## src/rtl/aximm_test_sequencer.sv

```systemverilog
// Autonomous write-then-read-back test sequencer for the AXI-MM loopback path.
// Waits for link_online, then runs cfg_num_iter iterations of
// write strobe / write completion / read strobe / read completion / checker
// verdict, and accumulates pass/fail counts. Every wait state is bounded by
// TIMEOUT; an expired wait aborts the run with timeout_err set.
module aximm_test_sequencer #(
  parameter int unsigned          ADDRWIDTH = 32,
  parameter logic [ADDRWIDTH-1:0] ADDR_STEP = ADDRWIDTH'(32'h0000_0100),
  parameter int unsigned          TIMEOUT   = 4096
) (
  input  logic                 clk,
  input  logic                 rst,
  input  logic                 start,
  input  logic [7:0]           cfg_num_iter,
  input  logic [7:0]           cfg_length,
  input  logic [1:0]           cfg_burst,
  input  logic [2:0]           cfg_size,
  input  logic [ADDRWIDTH-1:0] cfg_base_addr,
  input  logic                 link_online,
  input  logic                 write_complete,
  input  logic                 read_complete,
  input  logic [1:0]           chkr_pass,
  output logic                 aximm_wr,
  output logic                 aximm_rd,
  output logic [7:0]           aximm_rw_length,
  output logic [1:0]           aximm_rw_burst,
  output logic [2:0]           aximm_rw_size,
  output logic [ADDRWIDTH-1:0] aximm_rw_addr,
  output logic                 busy,
  output logic                 done,
  output logic [7:0]           pass_cnt,
  output logic [7:0]           fail_cnt,
  output logic                 timeout_err,
  output logic [2:0]           state_dbg
);

  localparam int unsigned   TW       = $clog2(TIMEOUT + 1);
  // The abort is decided one cycle early so that the counter reaches
  // TIMEOUT-1 on the same edge that enters DONE.
  localparam logic [TW-1:0] TMO_LAST = TW'(TIMEOUT - 2);

  typedef enum logic [2:0] {
    IDLE     = 3'd0,
    WAIT_ONL = 3'd1,
    WR_ISSUE = 3'd2,
    WR_WAIT  = 3'd3,
    RD_ISSUE = 3'd4,
    RD_WAIT  = 3'd5,
    CHECK    = 3'd6,
    DONE     = 3'd7
  } state_t;

  state_t        state;
  state_t        next_state;
  logic [7:0]    num_iter;
  logic [7:0]    iter_cnt;
  logic [TW-1:0] tmo_cnt;
  logic          tmo_hit;
  logic          tmo_abort;
  logic          wr_cpl_q;
  logic          rd_cpl_q;

  assign state_dbg = state;

  // Next-state decode, including timeout aborts out of the wait states.
  always_comb begin
    next_state = state;
    tmo_abort  = 1'b0;
    tmo_hit    = (tmo_cnt == TMO_LAST);
    case (state)
      IDLE: begin
        if (start) next_state = (cfg_num_iter == 8'd0) ? DONE : WAIT_ONL;
      end
      WAIT_ONL: begin
        if (link_online) next_state = WR_ISSUE;
        else if (tmo_hit) begin
          next_state = DONE;
          tmo_abort  = 1'b1;
        end
      end
      WR_ISSUE: next_state = WR_WAIT;
      WR_WAIT: begin
        if (wr_cpl_q) next_state = RD_ISSUE;
        else if (tmo_hit) begin
          next_state = DONE;
          tmo_abort  = 1'b1;
        end
      end
      RD_ISSUE: next_state = RD_WAIT;
      RD_WAIT: begin
        if (rd_cpl_q) next_state = CHECK;
        else if (tmo_hit) begin
          next_state = DONE;
          tmo_abort  = 1'b1;
        end
      end
      CHECK: begin
        if (chkr_pass[1]) next_state = ((iter_cnt + 8'd1) == num_iter) ? DONE : WAIT_ONL;
        else if (tmo_hit) begin
          next_state = DONE;
          tmo_abort  = 1'b1;
        end
      end
      DONE:    next_state = IDLE;
      default: next_state = IDLE;
    endcase
  end

  // State register.
  always_ff @(posedge clk or posedge rst) begin
    if (rst) state <= IDLE;
    else     state <= next_state;
  end

  // Registered outputs, run configuration, counters and completion capture.
  always_ff @(posedge clk or posedge rst) begin
    if (rst) begin
      aximm_wr        <= 1'b0;
      aximm_rd        <= 1'b0;
      aximm_rw_length <= '0;
      aximm_rw_burst  <= '0;
      aximm_rw_size   <= '0;
      aximm_rw_addr   <= '0;
      busy            <= 1'b0;
      done            <= 1'b0;
      pass_cnt        <= '0;
      fail_cnt        <= '0;
      timeout_err     <= 1'b0;
      num_iter        <= '0;
      iter_cnt        <= '0;
      tmo_cnt         <= '0;
      wr_cpl_q        <= 1'b0;
      rd_cpl_q        <= 1'b0;
    end else begin
      // Strobes and status are decoded from next_state so they are true
      // register outputs aligned with the state they belong to.
      aximm_wr <= (next_state == WR_ISSUE);
      aximm_rd <= (next_state == RD_ISSUE);
      done     <= (next_state == DONE);
      busy     <= (next_state != IDLE);

      // Completions only count while their consuming state is active.
      wr_cpl_q <= write_complete && (state == WR_WAIT);
      rd_cpl_q <= read_complete && (state == RD_WAIT);

      if (state == IDLE || next_state != state) tmo_cnt <= '0;
      else                                      tmo_cnt <= tmo_cnt + 1'b1;

      if (state == IDLE && start) begin
        num_iter        <= cfg_num_iter;
        aximm_rw_length <= cfg_length;
        aximm_rw_burst  <= cfg_burst;
        aximm_rw_size   <= cfg_size;
        aximm_rw_addr   <= cfg_base_addr;
        iter_cnt        <= '0;
        pass_cnt        <= '0;
        fail_cnt        <= '0;
        timeout_err     <= 1'b0;
      end

      if (state == CHECK && chkr_pass[1]) begin
        if (chkr_pass[0]) begin
          if (pass_cnt != '1) pass_cnt <= pass_cnt + 8'd1;
        end else begin
          if (fail_cnt != '1) fail_cnt <= fail_cnt + 8'd1;
        end
        aximm_rw_addr <= aximm_rw_addr + ADDR_STEP;
        iter_cnt      <= iter_cnt + 8'd1;
      end

      if (tmo_abort) begin
        timeout_err <= 1'b1;
        if (fail_cnt != '1) fail_cnt <= fail_cnt + 8'd1;
      end
    end
  end

endmodule

```

## config.mk

```make
export PLATFORM = sky130hd
export DESIGN_NAME = aximm_test_sequencer
export DESIGN_NICKNAME = d
export VERILOG_FILES = /design/src/rtl/aximm_test_sequencer.sv
export SDC_FILE = /design/constraint.sdc
export NUM_CORES = 1
export LEC_CHECK = 0
export ABC_CLOCK_PERIOD_IN_PS = 3700
export BUFFER_PORTS_ARGS = -buffer_cell sky130_fd_sc_hd__clkbuf_2
export CAP_MARGIN = 20
export CORE_MARGIN = 1.5
export CORE_UTILIZATION = 40
export CTS_CLUSTER_SIZE = 16
export DETAILED_ROUTE_END_ITERATION = 6
export PLACE_DENSITY = 0.74
export RECOVER_POWER = 50
export SLEW_MARGIN = 20
export SYNTH_ARGS = -nofsm -noshare
export SYNTH_HDL_FRONTEND = slang
export SYNTH_SLANG_ARGS = --single-unit
```

## constraint.sdc

```tcl
create_clock -name clk -period 3.7 [get_ports clk]
set_input_delay 0.185 -clock clk [delete_from_list [all_inputs] [get_ports clk]]
set_output_delay 0.185 -clock clk [all_outputs]
set_load 0.005 [all_outputs]
```

==> impl_metrics.json <==
{
  "routedWlPerCell_microns": 15.16,
  "relSlewSlack": 0.2532,
  "finalSetupViolations": 0,
  "gr-total-overflow": 0,
  "critPathTopFamily": "simple AND/OR/NAND/NOR gates",
  "ys_seq_area_frac": 0.4786,
  "startpoint_type": "flop",
  "whs_ns": -0.04275,
  "synth_nets": 646,
  "required_ns": 3.93,
  "grt_usage": 0.1964,
  "violations": "hold timing",
  "clock-root-buffer": "clkbuf_16",
  "post_cts_buffers": 0,
  "path_class": "flop to flop",
  "yosys.area.top_type_share": 0.4786,
  "async_reset_ff_frac": 1.000,
  "swShare": 0.3717,
  "die_w_microns": 117.3,
  "grt_setup_unrepaired": "no",
  "cts_resized": 0,
  "finalSetupTns_ns": 0,
  "ant_nets": 0,
  "wl_microns": 13220,
  "drt_iter0_drc": 408,
  "num_io_pins": 130,
  "path_buf_inv": 0,
  "synth-seq-cells": 100,
  "drv_cap": 0,
  "grt_pass1_vias": 4568,
  "tightest_slew_ns": 1.120,
  "dieHeight_microns": 117.3,
  "clk-insertion-delay-late_ns": 0.35,
  "tritoncts": "done",
  "port_buffers": 129,
  "arrival_ns": 2.72,
  "synth_edf_count": 0,
  "clock.fmax_mhz": 402.3,
  "p_switching_mw": 1.531,
  "hp-class": "primary input to asynchronous set/reset pin",
  "synth_area_leader_cell": "dfrtp_1",
  "place_hpwl_microns": 9264,
  "status": "complete, but fails checks",
  "place_inst": 856,
  "avgSynthCellArea_sq_um": 9.031,
  "crit_chain": "nor3_1 > nand2_2 > nand2_1 > o21ai_0 > a221o_1",
  "clk_pin_slew_ns": 0.07,
  "area_delta_synth_final_pct": 20.24,
  "clockBufferDepth": 2,
  "start_util": 0.4127,
  "antenna_found_initial": 0,
  "place_area_sq_um": 5976,
  "p_leak_nw": 2.995,
  "pwr-share-clk": 0.245,
  "cp_max_fo": 33,
  "synthTopCellsByArea": "dfrtp_1, nand2_1, o21ai_0",
  "cts_buffers": 9,
  "fin_skew_ns": 0.008199,
  "vias_per_cell": 5.526,
  "synthFlopType": "dfrtp_1",
  "seqPwrFrac": 0.444,
  "core_sq_um": 12670,
  "drv_slew": 0,
  "design_area_sq_um": 6287,
  "drc": 0,
  "ir_drop_mv": 0.2902,
  "synthDistinctLibCells": 64,
  "fin_nets": 762,
  "rows": 41,
  "grt_pass1_wl_microns": 22390,
  "cts.sink_count": 100,
  "synth_cells": 579,
  "cp-end-kind": "flop",
  "gp_congestion": 0.8376,
  "finalHoldViolCount": 23,
  "min_period_ns": 2.486,
  "cp_slowest_cell": "dfrtp_1",
  "grt_max_degree": 81,
  "hold_buffers": 0,
  "vias": 4819,
  "cp_slowest_stage_delay_ns": 0.59,
  "cts_htree_levels": 3,
  "final.fill_count": 1205,
  "synth_area_sq_um": 5229,
  "first_pass_iters": 5,
  "antenna_cells": 0,
  "internal-power_mw": 2.588,
  "dieArea_sq_um": 13770,
  "drive_gt1_frac": 0.2243,
  "power_density_nw_per_um2": 655.1,
  "ys_warn_count": 0,
  "power_mw": 4.119,
  "comb_power_share": 0.311,
  "period_share": 0.6718,
  "finalNonFillerCells": 872
}
worst paths after layout:
| kind | slack (ns) | end | from | depth (start not counted) |
|---|---|---|---|---|
| min in group clk | 0.03 | aximm_rw_length[2] | cfg_length[2] | 3 |
| max | 1.21 | aximm_rw_addr[19] | state_dbg[1] | 5 |
| max reg2reg | 1.21 | aximm_rw_addr[19] | state_dbg[1] | 5 |
| max in group asynchronous | 2.28 | aximm_rw_length[2] | rst | 3 |
| min | -0.04 | fail_cnt[3] | rst | 2 |
| min reg2reg | 0.48 | aximm_rw_length[2] | aximm_rw_length[2] | 2 |
registers in the layout, indices dropped and copies added (netlist names), 3 cells and up:
register and count:
aximm_rw_size 3, aximm_rw_length 8, fail_cnt 8, iter_cnt 8, aximm_rw_addr 32, pass_cnt 8
num_iter 8, state_dbg 3, tmo_cnt 13
placed cells by master, fill, tap and decap left out, types with 10 or more instances in the layout:
master,n
inv_1,10
o211ai_1,20
nand3_1,26
dfrtp_1,100
nor2_1,26
clkbuf_2,121
o21ai_0,34
nand4_1,12
nor3_1,30
nand2_1,146
nand2b_1,10
xor2_1,11
cell usage after synthesis, drive strengths merged, types with 3 or more instances:
cell type    n
a211o        3
a21o         4
a21oi       10
a221o        8
a221oi       3
a22o         3
a22oi        3
a31oi        9
and2         5
and3        10
and4         5
buf         15
clkbuf      13
dfrtp      100
ha           6
inv         11
mux2i        3
nand2      147
nand2b      10
nand3       28
nand4       13
nor2        26
nor3        30
nor3b        3
nor4         3
o211ai      20
o21ai       34
o311ai       8
xnor2        8
xor2        11
power groups by stage:
| stage | registers, mW | clock network, mW | logic, mW |
|---|---|---|---|
| global placement | 1.81 | 0 | 1.25 |
| detailed placement | 1.84 | 0 | 1.29 |
| finish | 1.83 | 1.01 | 1.28 |
| floorplan | 1.72 | 0 | 0.891 |
| CTS | 1.82 | 1.03 | 1.30 |
| global route | 1.87 | 1.07 | 1.46 |
logic make-up (layout without fill, tap and decap cells):
group / count (synthesis) / in the layout / share of synthesized area
XOR/XNOR: 20 / 20 / 0.03613
multiplexers: 4 / 4 / 0.007897
adder cells (fa/ha/maj): 6 / 6 / 0.01436
AO/OA/AOI/OAI: 117 / 117 / 0.1565
buffers and inverters: 40 / 161 / 0.03805
flip-flops: 100 / 100 / 0.4786
AND/OR/NAND/NOR: 292 / 292 / 0.2685
per-layer routing:
| metal | track usage | up-vias | part of all wire |
|---|---|---|---|
| li1 | - | 2309 | - |
| met1 | 0.2644 | 2362 | 0.46 |
| met2 | 0.3268 | 135 | 0.48 |
| met3 | 0.04086 | 13 | 0.051 |
| met4 | 0.04321 | 0 | 0.010 |
| met5 | 0 | - | 0 |
layout make-up:
class                           count  area, sq um  area share
Clock buffer                       13        280.3     0.04458
Inverter                           11        46.29    0.007363
Timing Repair Buffer              134        669.4      0.1065
Tap cell                          172        215.2     0.03423
Multi-Input combinational cell    439         2531      0.4026
Clock inverter                      3        42.54    0.006766
Sequential cell                   100         2502      0.3980
stage by stage:
stage	util	setup slack (ns)
2_1_floorplan	-	0.8962
4_1_cts	0.4971	1.218
6_report	0.4962	1.214
3_5_place_dp	0.4716	1.241
3_3_place_gp	0.4716	1.374
5_1_grt	0.4962	1.021
Note: power is estimated with default switching activity, not from simulation.
